[src/rtl/iss_discrete_driver_if.sv]
// iss_discrete_driver_if: command port between the AGC channel-output model and the ISS discrete driver
// Signals:
//   cmd_valid, cmd_op, cmd_data   request from the AGC side (op 0 = SET, 1 = ZERO; data[0] = CA, data[1] = EEC)
//   cmd_ready, busy               driver accepts only while idle; busy is its inverse
//   done, err                     one-cycle completion pulse and sticky error flag
interface iss_discrete_driver_if;
    logic       cmd_valid;
    logic       cmd_ready;
    logic       cmd_op;
    logic [1:0] cmd_data;
    logic       busy;
    logic       done;
    logic       err;
    modport master(output cmd_valid, cmd_op, cmd_data, input cmd_ready, busy, done, err);
    modport slave(input cmd_valid, cmd_op, cmd_data, output cmd_ready, busy, done, err);
endinterface

[src/rtl/iss_discrete_driver.sv]
// iss_discrete_driver: AGC-side ISS discrete driver with 51.2 kpps reference clock and CDU echo checks
// Ports:
//   clk, rst             system clock, synchronous active-high reset
//   cmd                  command port (slave side of iss_discrete_driver_if)
//   ISSZDR, DMMCA        zero and coarse-align echoes from the CDU, assumed synchronous to clk
//   _51KPHI              reference clock to the CDU, period 2*DIV clk cycles
//   ISSCA, ISSZ, ISSEEC  ISS command discretes, changing only on tick cycles (or reset)
module iss_discrete_driver #(
    parameter int DIV         = 4,
    parameter int ZERO_MIN    = 16,
    parameter int ACK_TIMEOUT = 8
) (
    input  logic                 clk,
    input  logic                 rst,
    iss_discrete_driver_if.slave cmd,
    input  logic                 ISSZDR,
    input  logic                 DMMCA,
    output logic                 _51KPHI,
    output logic                 ISSCA,
    output logic                 ISSZ,
    output logic                 ISSEEC
);
    localparam int CW = $clog2(DIV);
    localparam int HW = $clog2(ZERO_MIN + 1);
    localparam int TW = $clog2(ACK_TIMEOUT + 1);
    typedef enum logic [2:0] {IDLE, SET_APPLY, CA_WAIT, Z_ASSERT, Z_HOLD, DONE} state_t;
    state_t        state_q, state_d;
    logic [CW-1:0] div_q, div_d;
    logic [HW-1:0] hold_q, hold_d;
    logic [TW-1:0] tmr_q, tmr_d;
    logic [1:0]    data_q, data_d;
    logic          phi_q, phi_d, arm_q, arm_d;
    logic          ca_q, ca_d, eec_q, eec_d, issz_q, issz_d;
    logic          err_q, err_d, echo_q, echo_d;
    logic          wrap, tick, ready;
    assign wrap  = div_q == CW'(DIV - 1);
    // arm_q swallows the first wrap so the first rising edge lands a full period after reset
    assign tick  = wrap & arm_q & ~phi_q;
    assign ready = (state_q == IDLE) & ~rst;
    always_comb begin
        div_d   = wrap ? '0 : div_q + CW'(1);
        arm_d   = arm_q | wrap;
        phi_d   = (wrap & arm_q) ? ~phi_q : phi_q;
        state_d = state_q;
        data_d  = data_q;
        ca_d    = ca_q;
        eec_d   = eec_q;
        issz_d  = issz_q;
        err_d   = err_q;
        echo_d  = echo_q;
        hold_d  = hold_q;
        tmr_d   = tmr_q;
        unique case (state_q)
            IDLE: begin
                if (cmd.cmd_valid) begin
                    data_d  = cmd.cmd_data;
                    err_d   = 1'b0;
                    state_d = cmd.cmd_op ? Z_ASSERT : SET_APPLY;
                end
            end
            SET_APPLY: begin
                if (tick) begin
                    ca_d    = data_q[0];
                    eec_d   = data_q[1];
                    tmr_d   = '0;
                    state_d = (data_q[0] & ~ca_q) ? CA_WAIT : DONE;
                end
            end
            CA_WAIT: begin
                // an echo in the timeout tick cycle still wins over the timeout
                if (DMMCA) state_d = DONE;
                else if (tick) begin
                    if (tmr_q == TW'(ACK_TIMEOUT - 1)) begin
                        err_d   = 1'b1;
                        state_d = DONE;
                    end else tmr_d = tmr_q + TW'(1);
                end
            end
            Z_ASSERT: begin
                if (tick) begin
                    issz_d  = 1'b1;
                    hold_d  = '0;
                    echo_d  = 1'b0;
                    state_d = Z_HOLD;
                end
            end
            Z_HOLD: begin
                echo_d = echo_q | ISSZDR;
                if (tick) begin
                    if (hold_q == HW'(ZERO_MIN - 1)) begin
                        issz_d  = 1'b0;
                        err_d   = ~(echo_q | ISSZDR);
                        state_d = DONE;
                    end else hold_d = hold_q + HW'(1);
                end
            end
            DONE: state_d = IDLE;
            default: state_d = IDLE;
        endcase
    end
    always_ff @(posedge clk) begin
        if (rst) begin
            state_q <= IDLE;
            div_q   <= '0;
            phi_q   <= 1'b0;
            arm_q   <= 1'b0;
            data_q  <= '0;
            ca_q    <= 1'b0;
            eec_q   <= 1'b0;
            issz_q  <= 1'b0;
            err_q   <= 1'b0;
            echo_q  <= 1'b0;
            hold_q  <= '0;
            tmr_q   <= '0;
        end else begin
            state_q <= state_d;
            div_q   <= div_d;
            phi_q   <= phi_d;
            arm_q   <= arm_d;
            data_q  <= data_d;
            ca_q    <= ca_d;
            eec_q   <= eec_d;
            issz_q  <= issz_d;
            err_q   <= err_d;
            echo_q  <= echo_d;
            hold_q  <= hold_d;
            tmr_q   <= tmr_d;
        end
    end
    assign cmd.cmd_ready = ready;
    assign cmd.busy      = ~ready;
    assign cmd.done      = state_q == DONE;
    assign cmd.err       = err_q;
    assign _51KPHI       = phi_q;
    assign ISSCA         = ca_q;
    assign ISSZ          = issz_q;
    // EEC is interlocked off for the whole zero window
    assign ISSEEC        = eec_q & ~issz_q;
endmodule

[src/flat_wrapper.sv]
// flat-port wrapper written by rule: the top's interface ports become plain ports
module iss_discrete_driver_flat 
#(
    parameter int DIV         = 4,
    parameter int ZERO_MIN    = 16,
    parameter int ACK_TIMEOUT = 8
)
  (clk, rst, ISSZDR, DMMCA, _51KPHI, ISSCA, ISSZ, ISSEEC, cmd_cmd_valid, cmd_cmd_op, cmd_cmd_data, cmd_cmd_ready, cmd_busy, cmd_done, cmd_err);
  iss_discrete_driver_if cmd_i ();
  input  logic clk;
  input  logic rst;
  input  logic ISSZDR;
  input  logic DMMCA;
  output logic _51KPHI;
  output logic ISSCA;
  output logic ISSZ;
  output logic ISSEEC;
  input wire logic [$bits(cmd_i.cmd_valid)-1:0] cmd_cmd_valid;
  input wire logic [$bits(cmd_i.cmd_op)-1:0] cmd_cmd_op;
  input wire logic [$bits(cmd_i.cmd_data)-1:0] cmd_cmd_data;
  output wire logic [$bits(cmd_i.cmd_ready)-1:0] cmd_cmd_ready;
  output wire logic [$bits(cmd_i.busy)-1:0] cmd_busy;
  output wire logic [$bits(cmd_i.done)-1:0] cmd_done;
  output wire logic [$bits(cmd_i.err)-1:0] cmd_err;
  assign cmd_i.cmd_valid = cmd_cmd_valid;
  assign cmd_i.cmd_op = cmd_cmd_op;
  assign cmd_i.cmd_data = cmd_cmd_data;
  assign cmd_cmd_ready = cmd_i.cmd_ready;
  assign cmd_busy = cmd_i.busy;
  assign cmd_done = cmd_i.done;
  assign cmd_err = cmd_i.err;
  iss_discrete_driver #(.DIV(DIV), .ZERO_MIN(ZERO_MIN), .ACK_TIMEOUT(ACK_TIMEOUT)) u_core (.clk(clk), .rst(rst), .cmd(cmd_i), .ISSZDR(ISSZDR), .DMMCA(DMMCA), ._51KPHI(_51KPHI), .ISSCA(ISSCA), .ISSZ(ISSZ), .ISSEEC(ISSEEC));
endmodule
[config.mk]
export PLATFORM = sky130hd
export DESIGN_NAME = iss_discrete_driver_flat
export DESIGN_NICKNAME = d
export VERILOG_FILES = /design/src/rtl/iss_discrete_driver_if.sv /design/src/rtl/iss_discrete_driver.sv /design/src/flat_wrapper.sv
export SDC_FILE = /design/constraint.sdc
export NUM_CORES = 1
export LEC_CHECK = 0
export CAP_MARGIN = 20
export CORE_MARGIN = 3
export CORE_UTILIZATION = 40
export CTS_BUF_LIST = sky130_fd_sc_hd__clkbuf_4
export DETAILED_ROUTE_END_ITERATION = 8
export PLACE_DENSITY_LB_ADDON = 0.15
export SLEW_MARGIN = 40
export SYNTH_ARGS = -nofsm -noshare
export SYNTH_HDL_FRONTEND = slang
export SYNTH_SLANG_ARGS = --single-unit
[constraint.sdc]
create_clock -name clk -period 2.85 [get_ports clk]
set_input_delay 0.285 -clock clk [delete_from_list [all_inputs] [get_ports clk]]
set_output_delay 0.285 -clock clk [all_outputs]
set_load 0.01 [all_outputs]
* Word level (Yosys, flattened, before mapping)
Index checks and enable logic that the tools add are counted.
** Word-level totals
- Register bits :: 23
** Operators by class
- $add $sub $neg :: 3
- Equality and inequality tests :: 20
- Multiplexer cells :: 33
- Bitwise operators :: 13
- Reduce and logical (&&, ||, !) cells :: 13
** Operators with widths (count)
- $mux 3 :: 9
- $mux 4 :: 4
- $mux 5 :: 3
- $pmux 3 s5 :: 1
- $reduce_and 7->1 :: 2
- $ne 2x1->1 const B :: 6
- $mux 1 :: 10
- $pmux 5 s2 :: 1
- $ne 2x2->1 const B :: 4
- $pmux 4 s2 :: 1
- $reduce_and 4->1 :: 2
- $eq 3x2->1 const B :: 2
- $eq 3x3->1 const B :: 2
- $ne 3x2->1 const B :: 2
- $not 1->1 :: 6
- $reduce_and 2->1 :: 3
- $add 5x1->5 const B :: 1
- $and 1x1->1 :: 5
- $eq 5x4->1 const B :: 1
- $reduce_and 5->1 :: 1
- $add 4x1->4 const B :: 1
- $eq 4x3->1 const B :: 1
- $pmux 1 s2 :: 2
- $reduce_bool 2->1 :: 2
- 9 further kinds :: 10

* Longest topological paths before layout
Gate-level depths: netlist of run 1.
- Word-level depth :: 6
- Gate-level depth with buffers :: 7

* Worst setup path before layout of run 1
OpenSTA, ideal clock, no wires.
- Path type :: reg2reg
- Start :: reg u_core.hold_q[0]
- End :: reg u_core.hold_q[4]
- Arrival :: 1906 ps
- Required time :: 2722 ps
- Path slack :: 817 ps
- Stages on the path, launching flop included :: 8
- Buffers on the path :: 0
- Period minus slack after synthesis :: 2033 ps
- Cell sequence :: dfxtp_1 > ha_1 > and3_1 > ha_1 > or4b_1 > a21oi_1 > mux2i_1 > nor2_1
** Between the ends
- Word-level cells in the longest chain between the ends :: 4
** Ends and longest elaborated chain
- start: declaration :: line iss_discrete_driver.sv:29 : logic [HW-1:0] hold_q, hold_d;
- start signal: assignment :: line iss_discrete_driver.sv:126 : hold_q <= hold_d;
- $add 5x1->5 :: line iss_discrete_driver.sv:94 : end else hold_d = hold_q + HW'(1);
- $mux 5 :: line iss_discrete_driver.sv:90 : if (hold_q == HW'(ZERO_MIN - 1)) begin
- $mux 5 :: line iss_discrete_driver.sv:89 : if (tick) begin
- $pmux 5 s2 :: line iss_discrete_driver.sv:53 : unique case (state_q)
Several ways; a longest one is shown, not always the timed one. The select of a mux whose other input is x is not followed.
A chain may end at the register's enable or synchronous reset.

* Worst setup path in the final report of run 1
Same ends and word-level chain as after synthesis.

==> flow_summary_export.csv, run 1 <==
group,metric,value,unit
timing,clock_skew,0.00461,ns
die,fp.dieW,61.3,um
setup_path,worstPathMaxFanout,4,
timing,setup_violations,0,
setup_path,r2r-end,"u_core.hold_q[4]",
yosys,ys_ff_latch,23,
timing,slew_headroom,0.616,
die,dieArea,3760,sq um
yosys,synth_nets,149,
detailed_routing,drt-pass1-iter-count,4,
timing,grt_setup_unrepaired,"no",
clock_network,clk_pin_slew,0.12,ns
yosys,synth_top_area_share,0.377,
setup_path,slowest_stage,"or4b_1",
place,dp_hpwl,1960,um
setup_path,end_kind,"flip-flop",
setup_path,cp_top_family,"simple AND/OR/NAND/NOR gates",
final_layout,utilization,0.504,
die,ios,16,
place,placed_area,1400,sq um
final_layout,drive_gt1_frac,0.0850,
clock_network,cts_num_sinks,23,
timing,min_period,2.19,ns
yosys,synth-async-reset-ratio,0,
setup_path,worst_path_largest_cell_delay,0.52,ns
detailed_routing,routed_via_density,5.80,
hold_path,whs_path_depth,1,
setup_path,timing.rr.start,"u_core.hold_q[0]",
clock_network,postCtsSetupRepairBufs,0,
clock_network,ctsHoldBuffers,0,
yosys,syn_avg_cell_area,8.92,sq um
setup_path,critPathBufInv,0,
final_layout,syn_to_final_growth,16.6,%
setup_path,r2r_slack,0.66,ns
detailed_routing,drc_errors,0,
setup_path,critPathArrivalTime,2.40,ns
detailed_routing,ant_nets,0,
detailed_routing,drt-total-wl,2700,um
timing,tns,0,ns
die,fp.dieH,61.3,um
die,start_util,0.432,
die,num_rows,19,
setup_path,cp_common_cell,"ha_1",
global_route,overflow,0,
yosys,yosysWarnings,0,
setup_path,cp.required,3.05,ns
clock_network,cts_tree,"built",
die,core,2830,sq um
final_layout,fin_area,1430,sq um
pwr,ir_drop,308,uV
yosys,synth-edff-count,0,
clock_network,cts_root_buf,"clkbuf_4",
pwr,p_per_area,683,nW/um^2
clock_network,clk_latency,0.31,ns
clock_network,clock_path_buffers,2,
yosys,yosys.area.top_type,"dfxtp_1",
yosys,yosysMostFrequentCell,"dfxtp_1",
timing,drv_slew,0,
clock_network,cts_max_level,1,
global_route,grt_pass1_vias,1006,
final_layout,n_antenna_cell,0,
detailed_routing,vias,1067,
final_layout,nets,166,
pwr,power.leakage,0.498,nW
global_route,grt_pass1_wl,4510,um
yosys,synthTopCellsByArea,"dfxtp_1, a21oi_1, nand2b_1, ha_1, nor2_1",
global_route,track_usage,0.160,
clock_network,cts_made_buffers,3,
yosys,synth_common_cells,"dfxtp_1, a21oi_1, nor2_1",
detailed_routing,drtIter0Drc,45,
clock_network,cts-resized-gates,0,
hold_path,hold_end,"u_core.div_q[0]",
setup_path,cp_cell_sequence,"ha_1 -> and3_1 -> ha_1 -> or4b_1 -> a21oi_1 -> mux2i_1 -> nor2_1",
yosys,synthCells,137,
setup_path,r2r_cells,7,
global_route,antenna_found_initial,0,
global_route,grt_max_degree,25,
timing,hold_viol_final,0,
run_status,status,"completed",
detailed_routing,detail_route.wl_per_cell,14.7,um
setup_path,crit_type,"flip-flop to flip-flop",
yosys,synth.distinct_cells,43,
yosys,synth_seq_area_share,0.377,
yosys,synth_area,1220,sq um
timing,finalCritPeriodShare,0.769,
timing,fmax,0.456,GHz
run,cap_viol_max_count,0,
place,gp_congestion,0.869,
setup_path,worst_setup_path_start_kind,"flip-flop",
timing,worst_pin_slew,0.562,ns
place,numPortBuffers,15,
yosys,ys.flop_type,"dfxtp_1",
hold_path,min_from,"u_core.div_q[0]",
hold_path,min_path_type,"flip-flop to flip-flop",
## metrics by stage
step	instances	power [W]	setup WS, ns	hold WS, ns
6_report	184	0.000974	0.657	0.433
5_1_grt	184	0.00104	0.531	0.465
2_1_floorplan	137	0.000689	0.817	0.404
3_5_place_dp	180	0.000815	0.669	0.418
4_1_cts	184	0.000977	0.655	0.437
3_3_place_gp	180	0.000807	0.732	0.413
## layout make-up
class | instances | area (sq um)
Clock buffer | 4 | 30.0
Fill cell | 278 | 1400
Inverter | 5 | 18.8
Multi-Input combinational cell | 103 | 704
Sequential cell | 23 | 460
Tap cell | 31 | 38.8
Timing Repair Buffer | 18 | 173
## registers in the layout (all words and copies together) (netlist names), 2 cells and up
register,cells
u_core.div_q,2
u_core.tmr_q,4
u_core.data_q,2
u_core.hold_q,5
u_core.state_q,3
## cells by family (layout without fill, tap and decap cells)
family                   after synthesis  after routing  synth area share
buffers and inverters                 11             27            0.0471
multiplexers                           5              5            0.0420
AO/OA/AOI/OAI                         33             33             0.181
flip-flops                            23             23             0.377
XOR/XNOR                               2              2            0.0143
adder cells (fa/ha/maj)                4              4            0.0409
AND/OR/NAND/NOR                       59             59             0.298
## worst register-to-register path: stages (launching register included)
cell	delay [ns]
dfxtp_1	0.36
ha_1	0.21
and3_1	0.19
ha_1	0.23
or4b_1	0.52
a21oi_1	0.31
mux2i_1	0.22
nor2_1	0.05
## cells in the final DEF (no fill, tap or decap), drive strengths merged, types with 3 or more instances in the layout
master         instances
dfxtp                 23
clkdlybuf4s50         15
a21oi                 14
nor2                  12
nand2b                 9
nand2                  7
inv                    5
nand3                  5
mux2i                  4
ha                     4
clkbuf                 4
nor3b                  3
a211oi                 3
buf                    3
nor4                   3
nand3b                 3
## metal layers
| layer | share of wire | vias up | global-route usage |
|---|---|---|---|
| met4 | 0.017 | 0 | 0.0650 |
| met1 | 0.50 | 503 | 0.224 |
| met5 | 0 | - | 0 |
| met2 | 0.45 | 19 | 0.251 |
| met3 | 0.031 | 5 | 0.0189 |
| li1 | - | 540 | - |
## power breakdown
part	internal, W	total, W	leakage, nW	switching [W]
combinational	0.000193	0.000393	0.293	0.000200
clock	0.0000641	0.000158	0.0184	0.0000943
sequential	0.000361	0.000422	0.187	0.0000615
total	0.000618	0.000974	0.498	0.000356
## how the worst max path moves through the flow
stage / from / endpoint / slack (ns) / cells past startpoint
5_1_grt: u_core.hold_q[0] / u_core.hold_q[4] / 0.53 / 7
3_5_place_dp: u_core.hold_q[0] / u_core.hold_q[4] / 0.67 / 7
3_3_place_gp: u_core.hold_q[0] / u_core.hold_q[4] / 0.73 / 7
6_report: u_core.hold_q[0] / u_core.hold_q[4] / 0.66 / 7
4_1_cts: u_core.hold_q[0] / u_core.hold_q[4] / 0.66 / 7
2_1_floorplan: u_core.hold_q[0] / u_core.hold_q[4] / 0.82 / 7
(Power assumes the default switching activity.)
==> run 2, diff against run 1 <==
clock period = 2.1 ns   (was 2.85 ns; I/O delays follow)
==> run 2 against run 1 <==
  * Clock power rose by 35%
  * Die area did not move
  * Register-to-register slack got worse by 0.62 ns
  * Clock-buffer cell count fell by 1
  * Combinational power rose by 63%
  * Power rose by 45%
  * Design area rose by 9.9%
  * Global-route usage barely moved
  * Largest cell class unchanged
==> flow_summary_export.csv, run 2 (same netlist as run 1, synthesis figures left out) <==
group,metric,value,unit
detailed_routing,vias,1086,
clock_network,clk_pin_slew,0.14,ns
final_layout,regMostFlops,"u_core.hold_q",
run_status,status,"completed",
timing,finalCritPeriodShare,0.982,
clock_network,cts_tree,"built",
global_route,grt_max_degree,25,
timing,drv_slew,0,
timing,slew_headroom,0.713,
pwr,p_per_area,904,nW/um^2
global_route,grt_pass1_wl,4570,um
die,fp.dieW,61.3,um
timing,setup_violations,0,
die,core,2830,sq um
place,gp_congestion,0.862,
clock_network,ctsHoldBuffers,0,
pwr,power.leakage,0.547,nW
timing,min_period,2.06,ns
final_layout,final_cell_mix,"dfxtp_1, clkdlybuf4s50_1, a21oi_1",
timing,tns,0,ns
detailed_routing,drt-pass1-iter-count,4,
detailed_routing,drc_errors,0,
setup_path,end_kind,"flip-flop",
setup_path,critPathArrivalTime,2.29,ns
setup_path,worstPathMaxFanout,3,
place,placed_area,1460,sq um
run,cap_viol_max_count,0,
final_layout,multiInputGateArea,776,sq um
clock_network,clk_latency,0.31,ns
setup_path,cp_top_family,"simple AND/OR/NAND/NOR gates",
global_route,antenna_found_initial,0,
setup_path,crit_type,"flip-flop to flip-flop",
pwr,ir_drop,571,uV
global_route,grt_pass1_vias,1037,
detailed_routing,routed_via_density,5.63,
timing,fmax,0.485,GHz
final_layout,largest_reg_flops,5,
setup_path,cp_cell_sequence,"ha_4 -> and3_4 -> ha_4 -> buf_4 -> nand4b_1 -> a22o_1 -> or3_4 -> mux2_2",
place,dp.cells,188,
clock_network,cts_max_level,1,
final_layout,seqCellArea,463,sq um
final_layout,drive_gt1_frac,0.216,
setup_path,cp.required,2.32,ns
setup_path,cp_common_cell,"ha_4",
die,num_rows,19,
timing,clock_skew,0.00667,ns
setup_path,worst_setup_path_start_kind,"flip-flop",
clock_network,cts_made_buffers,3,
global_route,overflow,0,
clock_network,cts_root_buf,"clkbuf_4",
timing,hold_viol_final,0,
final_layout,finalNonFillerCells,193,
hold_path,min_path_type,"flip-flop to flip-flop",
die,fp.dieH,61.3,um
setup_path,worst_path_largest_cell_delay,0.40,ns
clock_network,cts_num_sinks,23,
place,numPortBuffers,15,
timing,worst_pin_slew,0.424,ns
detailed_routing,ant_nets,0,
die,start_util,0.432,
final_layout,utilization,0.554,
clock_network,clock_path_buffers,2,
final_layout,nets,175,
setup_path,critPathBufInv,1,
die,ios,16,
detailed_routing,drt-total-wl,2680,um
detailed_routing,drtIter0Drc,28,
final_layout,nFillCells,262,
final_layout,final_common_cell,"dfxtp_1",
place,dp_hpwl,1940,um
final_layout,n_antenna_cell,0,
die,dieArea,3760,sq um
setup_path,slowest_stage,"dfxtp_2",
final_layout,syn_to_final_growth,28.1,%
final_layout,biggestRegsByFlops,"u_core.hold_q: 5 flops, u_core.tmr_q: 4 flops, u_core.state_q: 3 flops",
final_layout,fin_area,1570,sq um
detailed_routing,detail_route.wl_per_cell,13.9,um
timing,holdWs,0.434,ns
global_route,track_usage,0.160,
run 2: path summary, 6_finish.rpt:
path	from	end	slack, ns	depth (start not counted)
setup / recovery	u_core.hold_q[1]	u_core.state_q[1]	0.04	8
hold / removal	u_core.div_q[0]	u_core.div_q[0]	0.43	1
setup reg to reg	u_core.hold_q[1]	u_core.state_q[1]	0.04	8
hold reg to reg	u_core.div_q[0]	u_core.div_q[0]	0.43	1
run 2: repair_timing:
action                                  4_1_cts  5_1_grt
buffers inserted                              0        1
hold endpoints to repair                      0        0
pin swaps                                     0        3
endpoints found under the setup margin        3        8
gates resized for setup                       4       12
gates cloned                                  0        0
run 2: report_power, final:
part	internal, W	total (W)	switching, W
Combinational	0.000336	0.000640	0.000304
Sequential	0.000490	0.000564	0.0000744
Clock	0.0000726	0.000213	0.000140
run 2: metrics by stage:
step / setup WS [ns] / total power, W
finish: 0.0375 / 0.00142
global route: -0.00132 / 0.00151
floorplan: 0.0667 / 0.000935
CTS: -0.00118 / 0.00136
detailed placement: -0.00979 / 0.00113
global placement: 0.0474 / 0.00113
run 2: per-layer routing:
metal / global-route usage / part of all wire / wire length, um / up-vias
met5: 0 / 0 / 0 / -
met4: 0.0279 / 0.0045 / 12 / 0
met3: 0.0377 / 0.035 / 93 / 2
met2: 0.269 / 0.45 / 1210 / 17
met1: 0.212 / 0.51 / 1370 / 508
li1: - / - / - / 559
run 2: worst register-to-register path: stages (launching register included):
cell and delay (ns):
dfxtp_2 0.40, ha_4 0.14, and3_4 0.19, ha_4 0.13
buf_4 0.11, nand4b_1 0.11, a22o_1 0.23, or3_4 0.40
mux2_2 0.27
run 2: cell type report:
cell class	count	area share
inverters	5	0.0120
well taps	31	0.0248
flip-flops and latches	23	0.296
clock buffers	3	0.0144
clock inverters	1	0.00479
multi-input cells	103	0.495
repair buffers	27	0.153
==> run 3, diff against run 2 <==
CTS_CLUSTER_SIZE = 14   (was default)
==> results of run 3 <==
The final DEF is identical to that of run 2; final timing and power are the same.
